<file path="src/rtl/cfa_pkg.sv">
// Shared constants for the CFA filter front end (tap window and its consumers).
package cfa_pkg;

  // Default raster pixel width in bits.
  localparam int PIX_W_DEF = 12;

  // Number of horizontal taps in the window (e1..e5).
  localparam int TAPS = 5;

  // Rounding constant added before the divide-by-four in the neighbour mean.
  localparam int ROUND_C = 2;

  // Index of the centre tap, excluded from the neighbour mean.
  localparam int CENTRE = 2;

endpackage

</file>
<file path="src/rtl/cfa_mean4.sv">
// Combinational rounded mean of four unsigned pixels: (a+b+c+d+2)>>2.
module cfa_mean4
  import cfa_pkg::*;
#(
  parameter int PIX_W = PIX_W_DEF
) (
  input  logic [PIX_W-1:0] a,
  input  logic [PIX_W-1:0] b,
  input  logic [PIX_W-1:0] c,
  input  logic [PIX_W-1:0] d,
  output logic [PIX_W-1:0] mean
);

  // Two extra bits hold four full-scale pixels plus the rounding constant,
  // so the shifted result always fits back into PIX_W bits.
  logic [PIX_W+1:0] sum;

  // Sum with rounding and divide by four.
  always_comb begin
    sum  = {2'b00, a} + {2'b00, b} + {2'b00, c} + {2'b00, d} + (PIX_W+2)'(ROUND_C);
    mean = sum[PIX_W+1:2];
  end

endmodule

</file>
<file path="src/rtl/cfa_tap_window.sv">
// 5-tap horizontal pixel window with line tracking, overrun detection and a
// rounded mean of the four non-centre taps.
//
// Handshake: pix_valid qualifies pix_in on a rising edge; there is no ready,
// the block accepts every valid pixel unless the line is already full.
// out_valid is a one-cycle strobe per emitted window with no backpressure;
// e1..e5 and mean_1 hold their last values while out_valid is low.
module cfa_tap_window
  import cfa_pkg::*;
#(
  parameter int LINE_W = 640,
  parameter int PIX_W  = PIX_W_DEF
) (
  input  logic             clk,
  input  logic             rst,
  input  logic [PIX_W-1:0] pix_in,
  input  logic             pix_valid,
  input  logic             line_start,
  output logic [PIX_W-1:0] e1,
  output logic [PIX_W-1:0] e2,
  output logic [PIX_W-1:0] e3,
  output logic [PIX_W-1:0] e4,
  output logic [PIX_W-1:0] e5,
  output logic [PIX_W-1:0] mean_1,
  output logic             out_valid,
  output logic             line_err
);

  localparam int COL_W  = $clog2(LINE_W + 1);
  localparam int FCNT_W = $clog2(TAPS + 1);

  // Tap register, index 0 is the oldest pixel.
  logic [PIX_W-1:0]  taps [TAPS];
  logic [FCNT_W-1:0] fcnt;
  logic [COL_W-1:0]  col;

  // Window complete in taps (set on the accepting edge of the 5th pixel).
  logic              tap_full;

  // Stage 1: snapshot of a complete window.
  logic              s1_valid;
  logic [PIX_W-1:0]  s1_taps [TAPS];

  logic              accept;
  logic              drop;
  logic [FCNT_W-1:0] fcnt_nxt;
  logic [COL_W-1:0]  col_nxt;
  logic              win_done;
  logic [PIX_W-1:0]  mean_w;

  // Accept/drop decision and next fill/column counts.
  always_comb begin
    accept   = 1'b0;
    drop     = 1'b0;
    fcnt_nxt = fcnt;
    col_nxt  = col;
    if (line_start) begin
      // A marker restarts the line; with a pixel it becomes column 0.
      if (pix_valid) begin
        accept   = 1'b1;
        fcnt_nxt = FCNT_W'(1);
        col_nxt  = COL_W'(1);
      end else begin
        fcnt_nxt = '0;
        col_nxt  = '0;
      end
    end else if (pix_valid) begin
      if (col == COL_W'(LINE_W)) begin
        drop = 1'b1;
      end else begin
        accept  = 1'b1;
        col_nxt = col + COL_W'(1);
        if (fcnt != FCNT_W'(TAPS)) begin
          fcnt_nxt = fcnt + FCNT_W'(1);
        end
      end
    end
    win_done = accept && (fcnt_nxt == FCNT_W'(TAPS));
  end

  // Tap shift register, line counters and sticky overrun flag.
  always_ff @(posedge clk or posedge rst) begin
    if (rst) begin
      for (int i = 0; i < TAPS; i++) begin
        taps[i] <= '0;
      end
      fcnt     <= '0;
      col      <= '0;
      tap_full <= 1'b0;
      line_err <= 1'b0;
    end else begin
      if (accept) begin
        for (int i = 0; i < TAPS - 1; i++) begin
          taps[i] <= taps[i+1];
        end
        taps[TAPS-1] <= pix_in;
      end
      fcnt     <= fcnt_nxt;
      col      <= col_nxt;
      tap_full <= win_done;
      if (drop) begin
        line_err <= 1'b1;
      end
    end
  end

  // Stage 1: capture the completed window and its valid.
  always_ff @(posedge clk or posedge rst) begin
    if (rst) begin
      s1_valid <= 1'b0;
      for (int i = 0; i < TAPS; i++) begin
        s1_taps[i] <= '0;
      end
    end else begin
      s1_valid <= tap_full;
      for (int i = 0; i < TAPS; i++) begin
        s1_taps[i] <= taps[i];
      end
    end
  end

  cfa_mean4 #(
    .PIX_W (PIX_W)
  ) u_mean4 (
    .a    (s1_taps[0]),
    .b    (s1_taps[1]),
    .c    (s1_taps[CENTRE+1]),
    .d    (s1_taps[CENTRE+2]),
    .mean (mean_w)
  );

  // Stage 2: registered outputs, updated only when a window is emitted.
  always_ff @(posedge clk or posedge rst) begin
    if (rst) begin
      e1        <= '0;
      e2        <= '0;
      e3        <= '0;
      e4        <= '0;
      e5        <= '0;
      mean_1    <= '0;
      out_valid <= 1'b0;
    end else begin
      out_valid <= s1_valid;
      if (s1_valid) begin
        e1     <= s1_taps[0];
        e2     <= s1_taps[1];
        e3     <= s1_taps[CENTRE];
        e4     <= s1_taps[CENTRE+1];
        e5     <= s1_taps[CENTRE+2];
        mean_1 <= mean_w;
      end
    end
  end

endmodule

</file>
<file path="config.mk">
export PLATFORM = sky130hd
export DESIGN_NAME = cfa_tap_window
export DESIGN_NICKNAME = d
export VERILOG_FILES = /design/src/rtl/cfa_pkg.sv /design/src/rtl/cfa_mean4.sv /design/src/rtl/cfa_tap_window.sv
export SDC_FILE = /design/constraint.sdc
export NUM_CORES = 1
export LEC_CHECK = 0
export ABC_AREA = 1
export BUFFER_PORTS_ARGS = -buffer_cell sky130_fd_sc_hd__buf_2
export CAP_MARGIN = 40
export CORE_MARGIN = 4
export CORE_UTILIZATION = 53
export DETAILED_ROUTE_END_ITERATION = 12
export PLACE_DENSITY = 0.77
export SKIP_LAST_GASP = 1
export SYNTH_ARGS = -nofsm -noshare
export SYNTH_HDL_FRONTEND = slang
export SYNTH_SLANG_ARGS = --single-unit
</file>
<file path="constraint.sdc">
create_clock -name clk -period 5.8 [get_ports clk]
set_input_delay 0.58 -clock clk [delete_from_list [all_inputs] [get_ports clk]]
set_output_delay 0.58 -clock clk [all_outputs]
set_load 0.02 [all_outputs]
</file>
# --- Word-level counts from Yosys, hierarchy flattened ---
# Index checks and enable logic that the tools add are counted.
classes:
  add_sub_neg: 6
  n_mul: 0
  div: 0
  order_cmp: 0
  eq_ne: 4
  n_shift: 0
  muxes: 16
  bitwise_logic: 0
  reduce_logical: 3
op_table:
  columns: ["op", "n"]
  rows:
  - ["$mux W10", 3]
  - ["$add A14 B12 Y14", 2]
  - ["$add A14 B2 Y14 const B", 1]
  - ["$add A12 B12 Y13", 1]
  - ["$mux W3", 4]
  - ["$add A10 B1 Y10 const B", 1]
  - ["$eq A10 B10 Y1 const B", 1]
  - ["$mux W1", 9]
  - ["$add A3 B1 Y3 const B", 1]
  - ["$eq A3 B3 Y1 const B", 1]
  - ["$ne A3 B3 Y1 const B", 1]
  - ["$ne A2 B2 Y1 const B", 1]
  - ["$reduce_and A2 Y1", 1]
  - ["$reduce_bool A2 Y1", 1]
  - ["$logic_and A1 B1 Y1", 1]
word_totals:
  ff_bits: 209
  latchBits: 0
  ram_bits: 0
  mem_bits_ro: 0
  inputBits: 16
  output_inout_bits: 74
  word_cells: 51
  mem_count: 0

# --- Longest topological paths before layout ---
depth:
  word_depth: 7
  ltp_mapped: 22
  depth_no_buf: 22

# --- Cells and area by module ---
# Synthesis repeated with hierarchy kept, for this count alone.
unflattened:
  cells_unflattened: 827
  area_unflattened_um2: 8874.8
modules_own_cells:
  columns: ["mod", "instances", "cells_each", "area_each_um2", "seq_area_each_um2"]
  rows:
  - ["cfa_tap_window", 1, 591, 7407.1, 5230.0]
  - ["cfa_mean4", 1, 236, 1467.7, 0.0]

# --- Least setup slack after synthesis ---
# Ideal clock, no wire load.
synth_path:
  kind: "flip-flop to flip-flop"
  from: "reg s1_taps[36] (netlist bit)"
  to: "reg mean_1[8]"
  setup_ps: 118
  arrival_time_ps: 2817
  required_ps: 5682
  slack_ps: 2865
  stages_incl_launch_ff: 16
  path_buffers: 0
  period_less_slack_ps: 2935
  path_cell_list: "dfrtp_1 > ha_1 > inv_1 > fa_1 > o31ai_1 > xnor2_1 > fa_1 > inv_1 > ha_1 > nand2_1 > o21ai_0 > nand2_1 > nand3_1 > nand2_1 > nand3_1 > nand2_1"
synth_via:
  elab_chain_cells: 4
synth_lines:
  columns: ["element", "line_no", "text"]
  rows:
  - ["from (decl)", "cfa_tap_window.sv:42", "logic [PIX_W-1:0] s1_taps [TAPS];"]
  - ["from (signal, indexed assignment)", "cfa_tap_window.sv:117", "s1_taps[i] <= taps[i];"]
  - ["$add A12 B12 Y13", "cfa_mean4.sv:20", "sum = {2'b00, a} + {2'b00, b} + {2'b00, c} + {2'b00, d} + (PIX_W+2)'(ROUND_C);"]
  - ["$add A14 B12 Y14 (2 in series)", "cfa_mean4.sv:20", null]
  - ["$add A14 B2 Y14", "cfa_mean4.sv:20", null]
  - ["to (signal assigned)", "cfa_tap_window.sv:150", "mean_1 <= mean_w;"]
  - ["to (decl)", "cfa_tap_window.sv:24", "output logic [PIX_W-1:0] mean_1,"]
# No other way between the ends.
# A chain may end at the register's enable or synchronous reset.

# --- Worst setup path in the final report ---
layout_path:
  from: "reg s1_taps[39] (netlist bit)"
  to: "reg mean_1[9]"
# Same word-level chain as after synthesis.

==> metrics.md <==
| Metric | Value |
|---|---|
| Status | `completed` |
| Routed Antenna Nets | `0` |
| Total GRT Usage | `20.5%` |
| DRT Pass-1 Iters | `5` |
| Register area share after synthesis | `58.3%` |
| Fin crit share | `59.2%` |
| Final Power | `4.89 mW` |
| DRC viols | `0` |
| Worst r2r path cells | `17` |
| #FFs+latches synth | `between 200 and 250` |
| Die span in x | `between 100 and 150 microns` |
| Most frequent cells in the layout | `407 x nand2_1, 209 x dfrtp_1, 104 x inv_1` |
| Final slew viol count | `0` |
| Multi-input gate area | `roughly 0.0031 sq mm` |
| Post-DR vias/cell | `about 5.0` |
| Initial core utilization | `~54%` |
| Distinct cells, synth | `30` |
| Fmax achieved | `about 0.29 GHz` |
| Number of setup buffers added after CTS | `0` |
| PD cells | `about 480 mW/mm^2` |
| Share of layout cells above drive strength 1 | `around an eighth` |
| Non-Filler Instances | `about 1300` |
| Synth async-reset ratio | `between 90% and 100%` |
| Slack of the worst reg-to-reg path | `approximately 2400 ps` |
| Syn Inst Count | `roughly 980` |
| EDFF count, synth | `0` |
| CTS tree | `done` |
| Leading area contributor after synthesis | `dfrtp_1` |
| IR drop worst, VDD | `around 0.26 mV` |
| FILL cells | `approximately 1400` |
| Max_slew headroom | `44.0%` |
| Synth Cell Area | `0.00896 sq mm` |
| Largest net degree at the start of global routing | `65` |
| Vias in the first global route | `about 6600` |
| RR Endpoint | `mean_1[9]$_DFFE_PP0P_` |
| Vias | `approximately 6500` |
| Worst EP arrival | `about 3800 ps` |
| Synth top area share | `around 58%` |
| Placer Congestion | `roughly 0.88` |
| Row cnt | `between 40 and 50` |
| Layout Nets | `between 1000 and 1500` |
| Max-cap viol count | `0` |
| Ys flop type | `dfrtp_1` |
| Die Height | `about 140 microns` |
| Syn_nets | `around 1000` |
| Crit path kind | `flip-flop to flip-flop` |
| Clock H-tree levels | `1` |
| Initial antenna violation count | `0` |
| Unrepaired setup endpoints after global routing | `false` |
| Synth area leaders | `dfrtp_1 58%, nand2_1 17%, inv_1 4.4%` |
| RR Startpoint | `s1_taps[39]$_DFF_PP0_` |
| Die ar. | `about 0.019 sq mm` |
| Grt total ovfl | `0` |
| Cts bufs inserted | `22` |
| Setup_tns | `0 ps` |
| Detailed router's first-iteration violation count | `a little over 500` |
| Slew @ Worst Pin | `839 ps` |
| Leak pwr | `between 5 and 6 nW` |
| Core footprint | `~0.017 sq mm` |
| Critical path required time | `just over 6000 ps` |
| Final hold vios | `0` |
| Clock Latency Late Sink | `about 500 ps` |
| WL final | `approximately 19 mm` |
| CTS Hold Bufs | `0` |
| Worst Setup End Kind | `flip-flop` |
| Placed insts | `1268` |
| Number of buffers added on ports | `a little under 90` |
| Final setup fails | `0` |
| Synth warn | `0` |
| Minimum clock period | `approximately 3400 ps` |
| Area delta synth->final | `14.4%` |
| Hold Path Class | `primary input to asynchronous set/reset pin` |
| CTS Root Cell | `clkbuf_16` |
| Maximum fanout along the worst path | `4` |
| Global-route wire length before repair | `32.6 mm` |
| Avg Inst Size Synth | `9.12 sq um` |
| Post-DP HPWL | `~13 mm` |
| I/O pins | `90` |
| Crit start category | `flip-flop` |
| Ant diodes | `0` |
| Sink Count | `between 200 and 250` |
| Average wire per standard cell | `roughly 15 microns` |
| CTS-repair resized insts | `0` |
| Clock Pin Slew Worst Setup and Hold Paths | `approximately 60 ps` |
| Most common cell after layout, fill and taps aside | `nand2_1` |
| Register area | `0.00523 sq mm` |
| Setup Skew | `8.15 ps` |
| Deepest clock path buffer count | `3` |
==> registers in the layout, summed over array words and instances (netlist names), 3 cells and up <==
signal and count:
mean_1 12, s1_taps 60, taps 60, e2 12
col 10, e1 12, e3 12, fcnt 3
e4 12, e5 12
==> layer usage <==
metal,track usage (%),share of wire (%)
met4,5.93,2.9
met5,0,0
met3,3.28,4.2
met2,33.1,47
met1,29.0,46
==> final cells by class <==
cell class,count,share of cell area [%]
clock inverter,12,1.11
tap,220,2.68
inverter,109,4.07
sequential,209,51.0
clock buffer,26,5.61
timing repair buffer,95,4.90
multi-input combinational,635,30.6
==> cells in the mapped netlist, types with 2 or more instances <==
master      n
a21oi_1    21
a31oi_1     5
buf_2      11
buf_6       4
buf_8       2
clkbuf_1   13
dfrtp_1   209
fa_1       12
ha_1       29
inv_1     106
inv_2       2
nand2_1   407
nand2_4     2
nand3_1    23
nand4_1    12
nor2_1     35
nor3_1     13
o21ai_0    48
o21ai_1     2
o21bai_1    5
or2_2       3
xnor2_1     3
xor2_1      9
==> how the worst max path moves through the flow <==
stage	to	startpoint	slack [ps]	depth (start not counted)
after floorplan	col[0]$_DFFE_PP0P_	rst	2510	1
after detailed placement	mean_1[9]$_DFFE_PP0P_	s1_taps[39]$_DFF_PP0_	2460	17
after global routing	mean_1[9]$_DFFE_PP0P_	s1_taps[39]$_DFF_PP0_	2120	17
final	mean_1[9]$_DFFE_PP0P_	s1_taps[39]$_DFF_PP0_	2370	17
after global placement	mean_1[9]$_DFFE_PP0P_	s1_taps[39]$_DFF_PP0_	2490	17
after CTS	mean_1[9]$_DFFE_PP0P_	s1_taps[39]$_DFF_PP0_	2430	17
==> report_power, final <==
| group | internal, mW | leakage (nW) | total, mW | switching (mW) |
|---|---|---|---|---|
| registers | 1.76 | 2.68 | 1.95 | 0.183 |
| clock network | 0.762 | 0.339 | 1.32 | 0.561 |
| logic | 0.557 | 2.65 | 1.62 | 1.07 |
==> kinds of logic (layout without fill, tap and decap cells) <==
kind of cell | after synthesis | count (layout) | share of synthesized area (%)
adders and majority gates | 41 | 41 | 6.73
AOI/OAI and AO/OA | 83 | 83 | 4.90
buffers and inverters | 139 | 242 | 6.62
xor gates and xnor gates | 12 | 12 | 1.17
DFF | 209 | 209 | 58.3
and+or+nand+nor | 499 | 499 | 22.2
==> metrics by stage <==
stage	hold WS (ps)	worst slack, ps	area, sq um	util [%]
2_1_floorplan	331	2510	8970	-
3_3_place_gp	334	2490	9550	57.6
3_5_place_dp	352	2460	9570	57.7
4_1_cts	40.9	2430	10300	61.8
5_1_grt	47.4	2120	10300	61.8
6_report	41.2	2370	10300	61.8
==> critical path: stages, from the launching register on <==
cell and delay (ps):
dfrtp_1 380, ha_1 320, a21oi_1 190, o21ai_0 140
a21oi_1 280, o21bai_1 150, nand2_1 80, nand2_1 80
fa_1 480, inv_1 40, ha_1 370, inv_1 110
o21ai_0 260, a21oi_1 140, nand3_1 130, nand2_1 60
nand3_1 70, nand2_1 50
No activity file was read; power rests on OpenSTA's default activity.
